<file path="src/rtl/multicycle_main_fsm.sv">
// Main control FSM for the multicycle RISC-V datapath: sequences fetch/decode/
// execute/memory/writeback, stalls on the cache ready handshake, traps faults.
module multicycle_main_fsm #(
  parameter int MEM_TIMEOUT  = 16,
  parameter bit TRAP_ILLEGAL = 1'b1
) (
  input  logic       CLK,
  input  logic       RST,
  input  logic [6:0] OP6_0,
  input  logic       Zero,
  input  logic       MemReady,
  output logic       PCWrite,
  output logic       AdrSrc,
  output logic       MemRead,
  output logic       MemWrite,
  output logic       IRWrite,
  output logic [1:0] ResultSrc1_0,
  output logic [1:0] ALUSrcA1_0,
  output logic [1:0] ALUSrcB1_0,
  output logic [1:0] ImmSrc1_0,
  output logic [1:0] ALUOP1_0,
  output logic       RegWrite,
  output logic       InstrDone,
  output logic       Fault
);

  typedef enum logic [3:0] {
    S_FETCH, S_DECODE, S_MEMADR, S_MEMREAD, S_MEMWRITE, S_MEMWB,
    S_EXECR, S_EXECI, S_ALUWB, S_BEQ, S_JAL, S_FAULT
  } state_t;

  typedef struct packed {
    logic       adr;
    logic       mrd;
    logic       mwr;
    logic [1:0] rs;
    logic [1:0] sa;
    logic [1:0] sb;
    logic [1:0] aop;
    logic       rw;
    logic       flt;
  } moore_t;

  localparam logic [6:0] OP_LW  = 7'b0000011;
  localparam logic [6:0] OP_SW  = 7'b0100011;
  localparam logic [6:0] OP_R   = 7'b0110011;
  localparam logic [6:0] OP_I   = 7'b0010011;
  localparam logic [6:0] OP_BEQ = 7'b1100011;
  localparam logic [6:0] OP_JAL = 7'b1101111;

  localparam int CW = (MEM_TIMEOUT > 0) ? $clog2(MEM_TIMEOUT + 1) : 1;
  localparam logic [CW-1:0] CNT_LAST = (MEM_TIMEOUT > 0) ? CW'(MEM_TIMEOUT - 1) : '0;
  localparam logic [CW-1:0] CNT_MAX  = '1;

  // Pure state-decoded outputs; registered from the next state so they
  // change together with the state register.
  function automatic moore_t moore_of(state_t s);
    moore_t m;
    m = '0;
    case (s)
      S_FETCH:    begin m.mrd = 1'b1; m.sb = 2'b10; m.rs = 2'b10; end
      S_DECODE:   begin m.sa = 2'b01; m.sb = 2'b01; end
      S_MEMADR:   begin m.sa = 2'b10; m.sb = 2'b01; end
      S_MEMREAD:  begin m.adr = 1'b1; m.mrd = 1'b1; end
      S_MEMWRITE: begin m.adr = 1'b1; m.mwr = 1'b1; end
      S_MEMWB:    begin m.rs = 2'b01; m.rw = 1'b1; end
      S_EXECR:    begin m.sa = 2'b10; m.aop = 2'b10; end
      S_EXECI:    begin m.sa = 2'b10; m.sb = 2'b01; m.aop = 2'b10; end
      S_ALUWB:    begin m.rw = 1'b1; end
      S_BEQ:      begin m.sa = 2'b10; m.aop = 2'b01; end
      S_JAL:      begin m.sa = 2'b01; m.sb = 2'b10; end
      S_FAULT:    begin m.flt = 1'b1; end
      default:    m = '0;
    endcase
    return m;
  endfunction

  state_t        state;
  state_t        nxt;
  moore_t        mo;
  logic [CW-1:0] cnt;
  logic          waiting;
  logic          timeout;
  logic          legal;

  always_comb begin
    waiting = (state == S_FETCH) || (state == S_MEMREAD) || (state == S_MEMWRITE);
    timeout = (MEM_TIMEOUT > 0) && waiting && !MemReady && (cnt == CNT_LAST);
    legal   = (OP6_0 == OP_LW) || (OP6_0 == OP_SW) || (OP6_0 == OP_R) ||
              (OP6_0 == OP_I) || (OP6_0 == OP_BEQ) || (OP6_0 == OP_JAL);
    nxt = state;
    case (state)
      S_FETCH:    if (MemReady) nxt = S_DECODE;
      S_DECODE: begin
        case (OP6_0)
          OP_LW, OP_SW: nxt = S_MEMADR;
          OP_R:         nxt = S_EXECR;
          OP_I:         nxt = S_EXECI;
          OP_BEQ:       nxt = S_BEQ;
          OP_JAL:       nxt = S_JAL;
          default:      nxt = TRAP_ILLEGAL ? S_FAULT : S_FETCH;
        endcase
      end
      S_MEMADR:   nxt = (OP6_0 == OP_SW) ? S_MEMWRITE : S_MEMREAD;
      S_MEMREAD:  if (MemReady) nxt = S_MEMWB;
      S_MEMWRITE: if (MemReady) nxt = S_FETCH;
      S_EXECR, S_EXECI, S_JAL: nxt = S_ALUWB;
      S_MEMWB, S_ALUWB, S_BEQ: nxt = S_FETCH;
      S_FAULT:    nxt = S_FAULT;
      default:    nxt = S_FAULT;
    endcase
    // A ready in the same cycle always beats the timeout.
    if (timeout) nxt = S_FAULT;
  end

  // Stage p0: state, wait counter and registered Moore outputs.
  always_ff @(posedge CLK) begin
    if (!RST) begin
      state <= S_FETCH;
      cnt   <= '0;
      mo    <= moore_of(S_FETCH);
    end else begin
      state <= nxt;
      mo    <= moore_of(nxt);
      if (waiting && !MemReady)
        cnt <= (cnt == CNT_MAX) ? cnt : cnt + 1'b1;
      else
        cnt <= '0;
    end
  end

  always_comb begin
    IRWrite   = (state == S_FETCH) && MemReady;
    PCWrite   = IRWrite || (state == S_JAL) || ((state == S_BEQ) && Zero);
    InstrDone = (state == S_MEMWB) || (state == S_ALUWB) || (state == S_BEQ) ||
                ((state == S_MEMWRITE) && MemReady) ||
                ((state == S_DECODE) && !legal && !TRAP_ILLEGAL);
    ImmSrc1_0 = 2'b00;
    if ((state != S_FETCH) && (state != S_FAULT)) begin
      case (OP6_0)
        OP_SW:   ImmSrc1_0 = 2'b01;
        OP_BEQ:  ImmSrc1_0 = 2'b10;
        OP_JAL:  ImmSrc1_0 = 2'b11;
        default: ImmSrc1_0 = 2'b00;
      endcase
    end
  end

  assign AdrSrc       = mo.adr;
  assign MemRead      = mo.mrd;
  assign MemWrite     = mo.mwr;
  assign ResultSrc1_0 = mo.rs;
  assign ALUSrcA1_0   = mo.sa;
  assign ALUSrcB1_0   = mo.sb;
  assign ALUOP1_0     = mo.aop;
  assign RegWrite     = mo.rw;
  assign Fault        = mo.flt;

endmodule

</file>
<file path="config.mk">
export PLATFORM = sky130hd
export DESIGN_NAME = multicycle_main_fsm
export DESIGN_NICKNAME = d
export VERILOG_FILES = /design/src/rtl/multicycle_main_fsm.sv
export SDC_FILE = /design/constraint.sdc
export NUM_CORES = 1
export LEC_CHECK = 0
export CAP_MARGIN = 20
export CORE_ASPECT_RATIO = 0.9
export CORE_UTILIZATION = 40
export DETAILED_ROUTE_END_ITERATION = 7
export PLACE_DENSITY = 0.62
export SYNTH_ARGS = -nofsm -noshare
export SYNTH_HDL_FRONTEND = slang
export SYNTH_SLANG_ARGS = --single-unit
export TNS_END_PERCENT = 20
</file>
<file path="constraint.sdc">
create_clock -name CLK -period 3 [get_ports CLK]
set_clock_uncertainty 0.2 [all_clocks]
set_input_delay 0.6 -clock CLK [delete_from_list [all_inputs] [get_ports CLK]]
set_output_delay 0.6 -clock CLK [all_outputs]
set_load 0.1 [all_outputs]
</file>
==> impl_results.md <==
- Status: finished clean
- Critical Path Source Type: input pin
- Syn-to-layout area delta: 33.6%
- Nets: 191
- Syn nets: 159
- CP endpoint kind: primary output
- CP arrival: 2.00 ns
- First-pass GRT wire length: 4.34 mm
- P per Cell Area: 1160 mW/mm2
- Most instantiated cells after synthesis: dfxtp_1, nor2_1, a21oi_1, nor2b_1, nand2_1
- Placed Area: 0.00159 mm2
- Critical Path Max Stage Delay: 0.51 ns
- Netlist Area Pre-Place: 0.00123 mm2
- Layout cell share with drive strength beyond 1: 22.7%
- DR pass1 iterations: 4
- Ys flop type: dfxtp_1
- Ys async rst share: 0%
- Number of I/O pins: 29
- Clock transition at the registers of the reported paths: 0.11 ns
- Syn Inst Count: 145
- Max cap viols: 0
- Chip width: 60.4 um
- Sequential cell area fraction in the yosys report: 35.9%
- Vias in the first global route: 974
- Final setup violation count: 0
- Total GRT Usage: 17.9%
- Clk sinks: 22
- Worst Hold Depth: 2
- Initial Util: 43.3%
- Routability Congestion: 0.817
- End of the worst register-to-register path: AdrSrc$_SDFF_PN0_
- Fmax: 357 MHz
- Chip height: 54.6 um
- Final period util: 93.4%
- Fin. max-slew vios: 0
- Clk root buf: clkbuf_4
- Filler instances: 273
- Ranking of synthesized cells by area: dfxtp_1, nor2_1, nor2b_1, a21oi_1, ha_1
- Final non-filler cell total: 216
- GRT overflow: 0
- Placed Cells: 212
- Die area: 0.00329 mm2
- Slew headroom: 65.2%
- Ys Warns: 0
- Leakage: 0.000694 uW
- Critical path type: in -> out
- N_diodes: 0
- Data required, critical path: 2.20 ns
- Endpoints failing hold: 0
- Post-CTS setup buffer count: 0
- Worst-Skew Late Latency: 0.31 ns
- #FFs+latches synth: 22
- Worst Setup SP: OP6_0[5]
- # resized after CTS: 0
- Htree depth: 1
- Worst slew pin tran: 0.521 ns
- RSZ-0062 raised after global routing: no
- Largest net degree at the start of global routing: 14
- Detailed-route wire length: 2.63 mm
- Hold Path Class: reg -> reg
- Via Count: 1128
- Final worst slack: 0.199 ns
- Register-to-register setup slack: 0.51 ns
- Top-count cell post-synth: dfxtp_1
- Cell taking the most area after synthesis: dfxtp_1
- Total Power Consumption: 1910 uW
- Worst-path cell chain: clkdlybuf4s50_1 -> and4b_2 -> o21ai_0 -> nor2_1 -> buf_12
- Final min period: 2.80 ns
- Routed vias/inst: 5.22
- Syn avg cell area: 8.47 um2
- DRC: 0
- Worst R2R Path Depth: 9
- Routed wire per std cell: 12.2 um
- Clk buf depth: 2
- Maximum vdd drop: 0.000686 V
- Slowest-stage cell, CP: clkdlybuf4s50_1
- Buffers on Ports: 28
- Share of the synthesized area in the top cell type: 35.9%
- CTS tree: done
- Total CTS buffers: 3
- Post-CTS Hold Buffers: 0
- Reg-to-reg startpoint: cnt[0]$_SDFFE_PN0P_
- EDFF count, synth: 0
- ANT nets after route: 0
- Crit Path Max Fanout: 5
- Row count: 18
- Place WS: 0.135 ns
- Placed wire-length estimate: 2.15 mm
- Antenna violations before repair: 0
- Core ar.: 0.00284 mm2
- CP endpoint: ImmSrc1_0[1]
- Synth cell types: 47
- Initial DRC count: 54
- Post-route design area: 0.00164 mm2
[per-layer routing]
metal | global-route usage (%) | vias up | share of wire (%)
met5 | 0 | - | 0
met1 | 24.5 | 522 | 50
met3 | 6.15 | 2 | 5.1
met4 | 4.26 | 0 | 0.30
li1 | - | 582 | -
met2 | 26.9 | 22 | 45
[state kept, by name, summed over array words and instances (netlist names)]
signal	cells
ALUOP1_0	2
ALUSrcA1_0	2
ALUSrcB1_0	2
AdrSrc	1
Fault	1
MemRead	1
MemWrite	1
RegWrite	1
ResultSrc1_0	2
cnt	5
state	4
[how the worst min path moves through the flow]
stage / from / endpoint
6_report: cnt[4]$_SDFFE_PN0P_ / cnt[4]$_SDFFE_PN0P_
5_1_grt: cnt[3]$_SDFFE_PN0P_ / cnt[3]$_SDFFE_PN0P_
4_1_cts: cnt[4]$_SDFFE_PN0P_ / cnt[4]$_SDFFE_PN0P_
3_5_place_dp: cnt[3]$_SDFFE_PN0P_ / cnt[3]$_SDFFE_PN0P_
3_3_place_gp: cnt[3]$_SDFFE_PN0P_ / cnt[3]$_SDFFE_PN0P_
2_1_floorplan: cnt[3]$_SDFFE_PN0P_ / cnt[3]$_SDFFE_PN0P_
[worst max-delay path, delay by kind of cell]
kind / cells / cell delay (ns)
and+or+nand+nor: 2 / 0.52
AOI/OAI and AO/OA: 1 / 0.17
buffers and inverters: 2 / 0.71
[report_power, final]
part / switching [uW] / total, uW / internal, uW / leakage, uW
registers: 65.3 / 431 / 366 / 0.000180
logic: 868 / 1250 / 386 / 0.000487
clock network: 86.2 / 221 / 135 / 0.0000279
[cells by family after synthesis]
logic type      share of synthesized area (%)
buf+inv                                  3.87
xor+xnor                                 2.14
compound gates                           18.5
mux                                      4.28
simple gates                             31.5
flops                                    35.9
fa+ha+maj                                3.87
[area by class of cell]
cell class / instances / area, um2 / share of cell area [%]
inverter: 5 / 18.8 / 1.14
timing repair buffer: 33 / 335 / 20.4
clock buffer: 3 / 22.5 / 1.37
tap: 40 / 50.0 / 3.05
multi-input combinational: 112 / 743 / 45.3
clock inverter: 1 / 30.0 / 1.83
sequential: 22 / 440 / 26.8
[stage by stage]
step           TNS, ns  utilization (%)  hold slack, ns
2_1_floorplan   -0.153                -           0.272
3_3_place_gp         0             56.0           0.292
3_5_place_dp         0             56.0           0.303
4_1_cts              0             57.8           0.340
5_1_grt              0             57.8           0.368
6_report             0             57.8           0.333
[cells in the final DEF, fill, tap and decap left out, types with 5 or more instances in the layout]
cell             netlist  routed
dfxtp_1               22      22
nor2_1                18      18
buf_4                  0      18
clkdlybuf4s50_1        0      10
nor2b_1                8       8
nand2_1                7       7
a21oi_1                8       7
o21ai_0                6       6
nand3_1                5       5
inv_1                  5       5
buf_12                 0       5
(Power assumes the default switching activity.)
